File: config.mk
export PLATFORM = sky130hd
export DESIGN_NAME = decred_result_collector
export DESIGN_NICKNAME = d
export VERILOG_FILES = /design/src/rtl/decred_result_collector.sv
export SDC_FILE = /design/constraint.sdc
export NUM_CORES = 1
export LEC_CHECK = 0
export ABC_AREA = 1
export BUFFER_PORTS_ARGS = -buffer_cell sky130_fd_sc_hd__buf_2
export CAP_MARGIN = 20
export CORE_UTILIZATION = 40
export DETAILED_ROUTE_END_ITERATION = 10
export PLACE_DENSITY_LB_ADDON = 0.12
export SYNTH_ARGS = -nofsm -noshare
export SYNTH_HDL_FRONTEND = slang
export SYNTH_SLANG_ARGS = --single-unit
File: constraint.sdc
create_clock -name CLK -period 4 [get_ports CLK]
set_input_delay 0.6 -clock CLK [delete_from_list [all_inputs] [get_ports CLK]]
set_output_delay 0.6 -clock CLK [all_outputs]
set_load 0.005 [all_outputs]
File: src/rtl/decred_result_collector.sv
// Round-robin collector of winning nonces from the hash macros.
// Each flagged macro is read once (4 nonce bytes) and queued as {id, nonce}.
module decred_result_collector #(
    parameter int         NUM_MACROS = 4,
    parameter logic [5:0] NONCE_ADDR = 6'h00,
    parameter int         FIFO_DEPTH = 4
) (
    input  logic                          CLK,
    input  logic                          RESET_N,
    input  logic                          CLEAR,
    input  logic [NUM_MACROS-1:0]         DATA_AVAILABLE,
    output logic [NUM_MACROS-1:0]         MACRO_RD_SELECT,
    output logic [5:0]                    HASH_ADDR,
    input  logic [7:0]                    DATA_FROM_HASH,
    input  logic                          RESULT_POP,
    output logic                          RESULT_VALID,
    output logic [39:0]                   RESULT_DATA,
    output logic [$clog2(FIFO_DEPTH):0]   FIFO_LEVEL,
    output logic                          IRQ_OUT
);
    localparam int IW = $clog2(NUM_MACROS);
    localparam int PW = $clog2(FIFO_DEPTH);

    typedef enum logic [1:0] {IDLE, ADDR, DRAIN, PUSH} state_t;

    state_t                 state_reg, state_next;
    logic [IW-1:0]          g_reg, g_next;
    logic [IW-1:0]          rr_reg, rr_next;
    logic [1:0]             k_reg, k_next;
    logic [31:0]            nonce_reg, nonce_next;
    logic [NUM_MACROS-1:0]  served_reg, served_next;
    logic [NUM_MACROS-1:0]  eligible;
    logic                   found;
    logic [IW-1:0]          pick;

    logic [39:0]            fifo_mem [FIFO_DEPTH];
    logic [PW-1:0]          wr_ptr_reg, rd_ptr_reg;
    logic [PW:0]            level_reg;
    logic                   irq_reg;
    logic                   fifo_full, fifo_empty, do_push, do_pop;

    assign fifo_full  = (level_reg == (PW+1)'(FIFO_DEPTH));
    assign fifo_empty = (level_reg == '0);
    assign do_push    = (state_reg == PUSH) && !fifo_full && !CLEAR;
    assign do_pop     = RESULT_POP && !fifo_empty && !CLEAR;

    // The push marks the macro served even if its flag already dropped;
    // a low flag then clears it on the following edge.
    genvar gi;
    generate
        for (gi = 0; gi < NUM_MACROS; gi++) begin : g_macro
            assign eligible[gi]        = DATA_AVAILABLE[gi] & ~served_reg[gi];
            assign served_next[gi]     = !CLEAR &&
                                         ((do_push && (g_reg == IW'(gi))) ||
                                          (DATA_AVAILABLE[gi] && served_reg[gi]));
            assign MACRO_RD_SELECT[gi] = (state_reg == ADDR) && (g_reg == IW'(gi));
        end
    endgenerate

    assign HASH_ADDR = (state_reg == ADDR) ? (NONCE_ADDR + {4'b0000, k_reg}) : 6'd0;

    // Scan upward from the round-robin pointer with wrap.
    always_comb begin
        logic [IW:0] sum;
        found = 1'b0;
        pick  = '0;
        sum   = '0;
        for (int j = 0; j < NUM_MACROS; j++) begin
            sum = {1'b0, rr_reg} + (IW+1)'(j);
            if (sum >= (IW+1)'(NUM_MACROS))
                sum = sum - (IW+1)'(NUM_MACROS);
            if (!found && eligible[sum[IW-1:0]]) begin
                found = 1'b1;
                pick  = sum[IW-1:0];
            end
        end
    end

    always_comb begin
        state_next = state_reg;
        g_next     = g_reg;
        k_next     = k_reg;
        nonce_next = nonce_reg;
        rr_next    = rr_reg;
        case (state_reg)
            IDLE: begin
                if (found) begin
                    g_next     = pick;
                    k_next     = 2'd0;
                    state_next = ADDR;
                end
            end
            ADDR: begin
                // Read data lags the address by one cycle.
                case (k_reg)
                    2'd1:    nonce_next[7:0]   = DATA_FROM_HASH;
                    2'd2:    nonce_next[15:8]  = DATA_FROM_HASH;
                    2'd3:    nonce_next[23:16] = DATA_FROM_HASH;
                    default: ;
                endcase
                k_next = k_reg + 2'd1;
                if (k_reg == 2'd3)
                    state_next = DRAIN;
            end
            DRAIN: begin
                nonce_next[31:24] = DATA_FROM_HASH;
                state_next        = PUSH;
            end
            PUSH: begin
                if (!fifo_full) begin
                    rr_next    = (g_reg == IW'(NUM_MACROS-1)) ? '0 : g_reg + IW'(1);
                    state_next = IDLE;
                end
            end
            default: state_next = IDLE;
        endcase
        if (CLEAR) begin
            state_next = IDLE;
            k_next     = 2'd0;
            rr_next    = '0;
        end
    end

    always_ff @(posedge CLK or negedge RESET_N) begin
        if (!RESET_N) begin
            state_reg  <= IDLE;
            g_reg      <= '0;
            rr_reg     <= '0;
            k_reg      <= 2'd0;
            nonce_reg  <= '0;
            served_reg <= '0;
            wr_ptr_reg <= '0;
            rd_ptr_reg <= '0;
            level_reg  <= '0;
            irq_reg    <= 1'b0;
        end else begin
            state_reg  <= state_next;
            g_reg      <= g_next;
            rr_reg     <= rr_next;
            k_reg      <= k_next;
            nonce_reg  <= nonce_next;
            served_reg <= served_next;
            irq_reg    <= !fifo_empty;
            if (CLEAR) begin
                wr_ptr_reg <= '0;
                rd_ptr_reg <= '0;
                level_reg  <= '0;
            end else begin
                if (do_push)
                    wr_ptr_reg <= wr_ptr_reg + PW'(1);
                if (do_pop)
                    rd_ptr_reg <= rd_ptr_reg + PW'(1);
                case ({do_push, do_pop})
                    2'b10:   level_reg <= level_reg + (PW+1)'(1);
                    2'b01:   level_reg <= level_reg - (PW+1)'(1);
                    default: ;
                endcase
            end
        end
    end

    always_ff @(posedge CLK) begin
        if (do_push)
            fifo_mem[wr_ptr_reg] <= {{(8-IW){1'b0}}, g_reg, nonce_reg};
    end

    assign RESULT_VALID = !fifo_empty;
    assign RESULT_DATA  = fifo_empty ? 40'd0 : fifo_mem[rd_ptr_reg];
    assign FIFO_LEVEL   = level_reg;
    assign IRQ_OUT      = irq_reg;

endmodule

Word-level counts from Yosys, hierarchy flattened:

Memory sizes are Yosys's and may differ from the RTL's.
Index checks and enable logic that the tools add are counted.

* register bits: 52
* latch bits: 0
* memory bits (writable): 136
* bits in read-only memories: 0
* bits of input ports: 16
* output and inout bits: 55
* logic and storage cells: 149
* memories kept: 1

* $add $sub $neg: 13
* multiply operators: 0
* div/mod/pow operators: 0
* $lt $le $gt $ge: 8
* eq/ne operators: 16
* shift-type cells: 0
* muxes and demuxes: 42
* bitwise gates (word level): 8
* reduce and logical (&&, ||, !) cells: 48

Memory list
* fifo_mem: words 4, bits a word 34, read ports 1, clocked after Yosys merged registers in 0, wr ports 1, RTL line 36 `logic [39:0] fifo_mem [FIFO_DEPTH];`

Operators by type and width (count)
* $mux 2: 23
* $mux 40: 1
* $logic_and 1x1->1: 23
* $eq 2x2->1 const B: 7
* $lt 2x3->1 const B: 4
* $reduce_and 2->1: 6
* $mux 1: 10
* $ge 3x3->1 const B: 3
* $add 2x1->2 const B: 4
* $bmux 1 s2: 4
* $eq 2x1->1 const B: 4
* $pmux 2 s4: 1
* $sub 2x1->2 const B: 4
* $add 2x2->3 const B: 2
* $logic_not 1->1: 6
* $ne 3x3->1 const B: 2
* $pmux 3 s2: 1
* $reduce_bool 2->1: 3
* $reduce_bool 3->1: 2
* $and 1x1->1: 4
* $logic_not 2->1: 2
* $logic_or 1x1->1: 4
* $not 1->1: 4
* $pmux 2 s2: 1
* 10 further kinds: 10

Depth between registers and ports, before layout:

Gate-level depths: netlist (run 1).

* depth in word-level cells: 17
* gate-level depth with buffers: 12
* depth with buffers taken out: 12

Worst setup path before layout (run 1):

Ideal clock, no wire load.

* path type: register to register
* start: register level_reg[0], in the netlist FIFO_LEVEL[0]
* end: memory fifo_mem[0][0] (netlist name), enable pin
* library setup time: 425 ps
* arrival time: 2429 ps
* required time: 3575 ps
* path slack: 1146 ps
* cell stages (with the launch flop): 7
* path buffers: 0
* period minus slack after synthesis: 2854 ps
* cells stage by stage: dfrtp_1 > inv_1 > nand3_1 > nand2_1 > nor2_2 > inv_2 > nor2_1

* word-level cells in the longest chain between the ends: 6

RTL lines
* from (decl): RTL line 38 `logic [PW:0] level_reg;`
* from (signal assigned): RTL line 154 `2'b10: level_reg <= level_reg + (PW+1)'(1);`
* from (signal assigned): RTL line 155 `2'b01: level_reg <= level_reg - (PW+1)'(1);`
* $eq 3x3->1: RTL line 42 `assign fifo_full = (level_reg == (PW+1)'(FIFO_DEPTH));`
* $logic_not 1->1
* $logic_and 1x1->1 (2 in a row): RTL line 44 `assign do_push = (state_reg == PUSH) && !fifo_full && !CLEAR;`
* $mux 1: RTL line 163 `if (do_push)`
* $mux 1 (implied by the code): RTL line 164 `fifo_mem[wr_ptr_reg] <= {{(8-IW){1'b0}}, g_reg, nonce_reg};`
* to (decl): RTL line 36

No other way between the ends.

Worst setup path after layout (run 1):

* start: register rd_ptr_reg[0]
* end: output RESULT_DATA[14]

* word-level cells in the longest chain between the ends: 2

RTL lines
* from (decl): RTL line 37 `logic [PW-1:0] wr_ptr_reg, rd_ptr_reg;`
* from (signal assigned): RTL line 152 `rd_ptr_reg <= rd_ptr_reg + PW'(1);`
* $mem_v2 4x34
* $mux 40: RTL line 168 `assign RESULT_DATA = fifo_empty ? 40'd0 : fifo_mem[rd_ptr_reg];`
* to (decl): RTL line 17 `output logic [39:0] RESULT_DATA,`

No other way between the ends.

==> results of run 1 <==
worst paths after layout:
| kind | startpoint | end | slack, ps | cells after the start |
|---|---|---|---|---|
| min in group CLK | DATA_AVAILABLE[1] | served_reg[1] | 430 | 3 |
| setup / recovery | rd_ptr_reg[0] | RESULT_DATA[14] | 1150 | 6 |
| setup reg to reg | FIFO_LEVEL[0] | fifo_mem[2][0] | 1720 | 7 |
| hold / removal | RESET_N | served_reg[2] | 200 | 1 |
| max in group asynchronous | RESET_N | nonce_reg[26] | 2980 | 2 |
| hold reg to reg | nonce_reg[3] | fifo_mem[0][3] | 520 | 0 |
layer usage:
metal	wire length, um	track usage
met1	7920	0.231
met2	8720	0.315
met3	638	0.0372
met4	254	0.0702
met5	0	0
cell families after synthesis:
group / Yosys count / share of synthesized area
AND/OR/NAND/NOR: 282 / 0.145
flip-flops: 188 / 0.678
AO/OA/AOI/OAI: 154 / 0.0984
buffers and inverters: 91 / 0.0499
adder cells (fa/ha/maj): 16 / 0.0261
XOR/XNOR: 2 / 0.00220
other: 1 / 0.000472
metrics by stage:
stage	cells	setup WS [ps]
floorplan	743	1150
global placement	1036	1660
detailed placement	1036	1620
CTS	1068	1150
global route	1068	983
finish	1068	1150
report_power, final:
part | internal, W | switching, W
Combinational | 0.000494 | 0.000892
Sequential | 0.00246 | 0.000249
Clock | 0.000869 | 0.000741
Total | 0.00383 | 0.00188
cell usage after synthesis (2+ instances only):
library cell and number:
nand2_2 4, ha_1 15, a21oi_1 50, nand3_1 22
o21ai_0 97, nand2_1 83, nor2_1 160, nor2_2 2
buf_2 6, dfrtp_1 52, nand3_2 4, inv_1 42
and2_1 2, o21ai_1 4, inv_2 4, edfxtp_1 136
clkbuf_1 25, o21ai_2 2, nand4_1 2, buf_4 10
final cells by class:
cell class / instances / area share
clock buffer: 18 / 0.0473
multi-input combinational: 464 / 0.246
tap: 265 / 0.0365
timing repair buffer: 71 / 0.0422
clock inverter: 14 / 0.0149
sequential: 188 / 0.593
inverter: 48 / 0.0201
==> flow_summary.json, run 1 <==
{
  "fmax_mhz": 350,
  "utilization": 0.466,
  "synth.area.top_cells": "edfxtp_1 (51%), dfrtp_1 (16%), nor2_1 (7.6%), o21ai_0 (6.1%), nand2_1 (3.9%)",
  "async_reset_ff_frac": 0.277,
  "fp.dieW_um": 143,
  "multi_input_area_sq_um": 2230,
  "final_cell_area_sq_um": 9080,
  "cp.arrival_ps": 2250,
  "cts_max_path_buffers": 2,
  "num_antenna_cells": 0,
  "post_cts_buffers": 0,
  "hold-worst-slack_ps": 196,
  "period_minus_slack_ps": 2850,
  "hold_class": "input port to async pin",
  "htree_levels": 4,
  "gr-total-overflow": 0,
  "synth_cells": 734,
  "crit_path_frequent_cell": "nor2_1",
  "cp-end-kind": "output pin",
  "syn_area_per_cell_sq_um": 10.8,
  "post-route-period-util": 0.714,
  "drt_iter0_drc": 319,
  "io_pins": 71,
  "yosys_warnings": 0,
  "clk_pin_slew_ps": 70,
  "cts-root-buf": "clkbuf_16",
  "tightestPinTransition_ps": 847,
  "fp-row-count": 51,
  "area_growth_pct": 14.2,
  "crit_type": "flip-flop to output pin",
  "ys_ff_latch": 188,
  "dpl_cell_area_sq_um": 8510,
  "grt_pass1_vias": 5098,
  "fin_total_pwr_w": 0.00571,
  "nFillCells": 1787,
  "final_common_cell": "nor2_1",
  "synth_area_sq_um": 7950,
  "die_h_um": 143,
  "outcome": "finished clean",
  "setup_tns_ps": 0,
  "seq_area_sq_um": 5390,
  "synth_top_cell_area_share": 0.514,
  "final_cell_mix": "nor2_1 (156), edfxtp_1 (136), o21ai_0 (97), nand2_1 (83), buf_2 (60)",
  "finClkSkew_ps": 20.9,
  "cp_top_family": "buffers and inverters",
  "start_util": 0.408,
  "rsz0062_at_grt": "no",
  "cp_cell_sequence": "buf_4 -> nor2_1 -> nor2_1 -> o21ai_0 -> a21oi_1 -> buf_2",
  "core_area_sq_um": 19500,
  "place_congestion": 0.810,
  "first_pass_iters": 7,
  "grt_pass1_wl_um": 27600,
  "hpwlAfterDp_um": 10400,
  "ant_nets": 0,
  "grt_max_degree": 70,
  "hold_buffers": 0,
  "post_cts_resized": 0,
  "ys_seq_area_frac": 0.678,
  "vias_per_cell": 4.93,
  "ys_types": 32,
  "cp.required_ps": 3400,
  "wl_per_cell_um": 16.4,
  "drc": 0,
  "setup_violations": 0,
  "synth_top_area_cell": "edfxtp_1",
  "vdd_drop_max_mv": 0.336,
  "antenna_found_initial": 0,
  "hold_violations": 0,
  "cts_sinks": 188,
  "ys.flop_type": "edfxtp_1",
  "crit_slowest_cell": "buf_4",
  "cp-start-kind": "flip-flop",
  "insertion_delay_ps": 440,
  "io_buffers": 60,
  "wirelength_um": 17500,
  "nets": 822,
  "crit_buf_inv": 2,
  "cts_made_buffers": 17,
  "power.density_nw_per_um2": 629,
  "drive_above_1_share": 0.156,
  "route.vias.total": 5270,
  "largest_reg_flops": 136,
  "cp_max_fo": 69,
  "die_area_sq_um": 20400,
  "p_leak_nw": 3.61,
  "synth-edff-count": 136,
  "gr-usage-all-layers": 0.185,
  "drv_slew": 0,
  "slowest_delay_ps": 630,
  "drv_cap": 0,
  "tritoncts": "done",
  "max-slew-margin-rel": 0.435
}
Note: power is estimated with default switching activity, not from simulation.
==> run 2: changes to the inputs <==
==> constraint.sdc (replaced) <==
create_clock -name CLK -period 2.5 [get_ports CLK]
set_input_delay 0.375 -clock CLK [delete_from_list [all_inputs] [get_ports CLK]]
set_output_delay 0.375 -clock CLK [all_outputs]
set_load 0.005 [all_outputs]
==> flow_summary.json, run 2 (same netlist as run 1, synthesis figures left out) <==
{
  "fmax_mhz": 438,
  "cts_max_path_buffers": 2,
  "period_minus_slack_ps": 2280,
  "hp-start": "DATA_AVAILABLE[2]",
  "final_common_cell": "nor2_1",
  "fp-row-count": 51,
  "seqPwrFrac": 0.462,
  "wirelength_um": 18200,
  "grt_pass1_wl_um": 28100,
  "p_int_w": 0.00635,
  "io_buffers": 60,
  "largest_reg_flops": 136,
  "core_area_sq_um": 19500,
  "min_delay_worst_endpoint": "served_reg[2]",
  "hold_class": "input port to flip-flop",
  "crit_type": "flip-flop to output pin",
  "route.vias.total": 5324,
  "drv_slew": 0,
  "cts_made_buffers": 17,
  "vias_per_cell": 4.95,
  "cp-start-kind": "flip-flop",
  "drc": 0,
  "setup_violations": 0,
  "post_cts_buffers": 0,
  "p_leak_nw": 3.69,
  "grt_pass1_vias": 5149,
  "insertion_delay_ps": 430,
  "cp-end-kind": "output pin",
  "die_area_sq_um": 20400,
  "grt_max_degree": 70,
  "utilization": 0.473,
  "p_sw_w": 0.00306,
  "power.density_nw_per_um2": 1020,
  "hold_violations": 0,
  "dpl_cell_area_sq_um": 8590,
  "nets": 830,
  "area_growth_pct": 15.9,
  "clkPwrFrac": 0.295,
  "whs_path_depth": 3,
  "switching_share": 0.325,
  "place_congestion": 0.790,
  "post-route-period-util": 0.912,
  "cts-root-buf": "clkbuf_16",
  "hold_buffers": 1,
  "cp.arrival_ps": 1910,
  "ant_nets": 0,
  "drt_iter0_drc": 424,
  "fp.dieW_um": 143,
  "num_antenna_cells": 0,
  "start_util": 0.408,
  "rr_startpoint": "FIFO_LEVEL[0]",
  "tightestPinTransition_ps": 701,
  "finClkSkew_ps": 7.28,
  "post_cts_resized": 0,
  "gr-usage-all-layers": 0.187,
  "die_h_um": 143,
  "io_pins": 71,
  "tritoncts": "done",
  "combPwrFrac": 0.243,
  "gr-total-overflow": 0,
  "final_cell_area_sq_um": 9210,
  "reg2reg_slack_ps": 250,
  "cts_sinks": 188,
  "reg2reg_depth": 12,
  "cp_max_fo": 34,
  "drive_above_1_share": 0.163,
  "cp.required_ps": 2120,
  "final_cell_mix": "nor2_1 (156), edfxtp_1 (136), o21ai_0 (97), nand2_1 (83), buf_2 (60)",
  "rsz0062_at_grt": "no",
  "rr_endpoint": "FIFO_LEVEL[2]",
  "vdd_drop_max_mv": 0.547,
  "wl_per_cell_um": 16.9,
  "first_pass_iters": 5,
  "hpwlAfterDp_um": 11200,
  "antenna_found_initial": 0,
  "outcome": "finished clean",
  "drv_cap": 0,
  "htree_levels": 4,
  "max-slew-margin-rel": 0.533,
  "clk_pin_slew_ps": 70
}
run 2: changes by cell type in the layout (fill, tap and decap cells not counted):
cell | previous run | this run
inv_8 | 0 | 1
buf_4 | 11 | 16
dlygate4sd3_1 | 0 | 1
buf_12 | 0 | 2
clkbuf_1 | 1 | 0
clkinv_1 | 1 | 2
bufinv_16 | 1 | 3
clkinv_4 | 3 | 1
clkinvlp_4 | 4 | 3
run 2: per-stage QoR:
step | hold WS (ps) | TNS [ps] | power [W] | std cells | setup slack, ps
floorplan | 79.4 | -48150 | 0.00571 | 743 | -354
global placement | 371 | 0 | 0.00664 | 1043 | 490
detailed placement | 386 | 0 | 0.00674 | 1043 | 295
CTS | 191 | 0 | 0.00953 | 1076 | 148
global route | 210 | 0 | 0.00997 | 1076 | 61.8
finish | 207 | 0 | 0.00942 | 1076 | 219
run 2: how the worst max path moves through the flow:
stage,from,end,slack [ps],depth (start not counted)
global route,FIFO_LEVEL[0],FIFO_LEVEL[2],60,12
global placement,FIFO_LEVEL[0],FIFO_LEVEL[2],490,12
CTS,FIFO_LEVEL[1],RESULT_DATA[27],150,4
floorplan,FIFO_LEVEL[0],fifo_mem[0][0],-350,6
detailed placement,FIFO_LEVEL[0],FIFO_LEVEL[2],300,12
finish,FIFO_LEVEL[1],RESULT_DATA[27],220,4
run 2: routing by layer:
metal  vias up  wire [um]  global-route usage
met1      2609       8430               0.245
met5         -          0                   0
li1       2593          -                   -
met4         0        295              0.0673
met3        20        588              0.0329
met2       102       8890               0.313
run 2: power by group through the flow:
stage	clock (W)	combinational, W	sequential (W)
2_1_floorplan	0	0.00146	0.00426
3_3_place_gp	0	0.00226	0.00437
3_5_place_dp	0	0.00233	0.00441
4_1_cts	0.00284	0.00234	0.00435
5_1_grt	0.00296	0.00261	0.00440
6_report	0.00278	0.00228	0.00435
run 2: worst max-delay path, cell delays in order, from the launching register on:
cell,delay (ps)
dfrtp_1,460
nor3_4,230
buf_4,470
a21oi_1,140
buf_2,160
run 2: layout make-up:
class | count | area (sq um)
clock buffers | 17 | 425
clock inverters | 15 | 185
fillers | 1781 | 10300
inverters | 48 | 183
multi-input cells | 464 | 2230
flip-flops and latches | 188 | 5390
well taps | 265 | 332
repair buffers | 79 | 470
==> run 3: changes to the inputs <==
==> constraint.sdc (replaced) <==
create_clock -name CLK -period 2.3 [get_ports CLK]
set_input_delay 0.345 -clock CLK [delete_from_list [all_inputs] [get_ports CLK]]
set_output_delay 0.345 -clock CLK [all_outputs]
set_load 0.005 [all_outputs]
==> flow_summary.json, run 3 (same netlist as run 1, synthesis figures left out) <==
{
  "post-route-period-util": 0.946,
  "largest_reg_flops": 136,
  "nets": 830,
  "grt_max_degree": 53,
  "power.density_nw_per_um2": 1110,
  "first_pass_iters": 4,
  "vdd_drop_max_mv": 0.553,
  "tightestPinTransition_ps": 721,
  "hold_violations": 0,
  "grt_pass1_vias": 5211,
  "core_area_sq_um": 19500,
  "wl_per_cell_um": 17.0,
  "cp.arrival_ps": 1830,
  "cp.required_ps": 1960,
  "cts-root-buf": "clkbuf_16",
  "drv_cap": 0,
  "cp-start-kind": "flip-flop",
  "cts_max_path_buffers": 2,
  "num_antenna_cells": 0,
  "max-slew-margin-rel": 0.519,
  "route.vias.total": 5346,
  "ant_nets": 0,
  "period_minus_slack_ps": 2180,
  "place_congestion": 0.804,
  "dpl.cell_count": 1044,
  "insertion_delay_ps": 430,
  "hpwlAfterDp_um": 11200,
  "pre_cts_slack_ps": 153,
  "outcome": "finished clean",
  "io_pins": 71,
  "tritoncts": "done",
  "cts_made_buffers": 17,
  "fin_total_pwr_w": 0.0103,
  "multi_input_area_sq_um": 2230,
  "finClkSkew_ps": 9.58,
  "cp-end-kind": "output pin",
  "io_buffers": 60,
  "final_common_cell": "nor2_1",
  "crit_type": "flip-flop to output pin",
  "setup_slack_ps": 124,
  "drc": 0,
  "fin_cells": 1076,
  "drive_above_1_share": 0.164,
  "p_leak_nw": 3.70,
  "grt_pass1_wl_um": 28500,
  "start_util": 0.408,
  "setup_violations": 0,
  "fp.dieW_um": 143,
  "drv_slew": 0,
  "die_area_sq_um": 20400,
  "hold-worst-slack_ps": 36.6,
  "vias_per_cell": 4.97,
  "hold_buffers": 0,
  "antenna_found_initial": 0,
  "area_growth_pct": 16.3,
  "utilization": 0.475,
  "htree_levels": 4,
  "clk_pin_slew_ps": 70,
  "nFillCells": 1807,
  "gr-total-overflow": 0,
  "fmax_mhz": 460,
  "gr-usage-all-layers": 0.191,
  "hold_class": "input port to async pin",
  "cp_max_fo": 32,
  "wirelength_um": 18300,
  "seq_area_sq_um": 5390,
  "cts_sinks": 188,
  "fp-row-count": 51,
  "final_cell_mix": "nor2_1 (156), edfxtp_1 (136), o21ai_0 (97), nand2_1 (83), buf_2 (60)",
  "die_h_um": 143,
  "drt_iter0_drc": 401
}
## run 3: what timing repair did
action	in CTS	in global routing
gates resized for setup	2	4
buffers inserted	0	0
setup endpoints to repair	20	15
pin swaps	0	0
## run 3: layout make-up
cell class / count / area share
clock buffer: 20 / 0.0494
clock inverter: 12 / 0.0173
timing repair buffer: 79 / 0.0532
tap: 265 / 0.0359
multi-input combinational: 464 / 0.241
inverter: 48 / 0.0202
sequential: 188 / 0.583
## run 3: layer usage
metal | GRT usage | vias up | wire length (um)
li1 | - | 2600 | -
met1 | 0.243 | 2625 | 8340
met2 | 0.325 | 100 | 9090
met3 | 0.0355 | 21 | 578
met4 | 0.0679 | 0 | 320
met5 | 0 | - | 0
## run 3: worst max-delay path, stage by stage, from the launching register on
cell and delay [ps]:
dfrtp_2 440, inv_4 200, buf_12 220, o21ai_0 110, a21oi_1 260, buf_2 170
## run 3: stage by stage
stage / TNS (ps) / instance area (sq um)
finish: 0 / 9240
global route: -3.77 / 9240
CTS: 0 / 9230
detailed placement: 0 / 8610
global placement: 0 / 8610
floorplan: -75350 / 7980
## run 3: final timing paths
path,from,to,slack [ps],cells after the start
max,rd_ptr_reg[0],RESULT_DATA[13],120,5
min,RESET_N,served_reg[2],40,2
max reg2reg,FIFO_LEVEL[0],FIFO_LEVEL[2],150,12
min reg2reg,nonce_reg[27],fifo_mem[3][27],520,0
max in group asynchronous,RESET_N,rd_ptr_reg[0],1730,2
min in group CLK,DATA_AVAILABLE[3],served_reg[3],180,3
## run 3: power by group
group          internal (W)  switching, W
sequential          0.00428      0.000446
combinational      0.000915       0.00160
clock               0.00178       0.00126
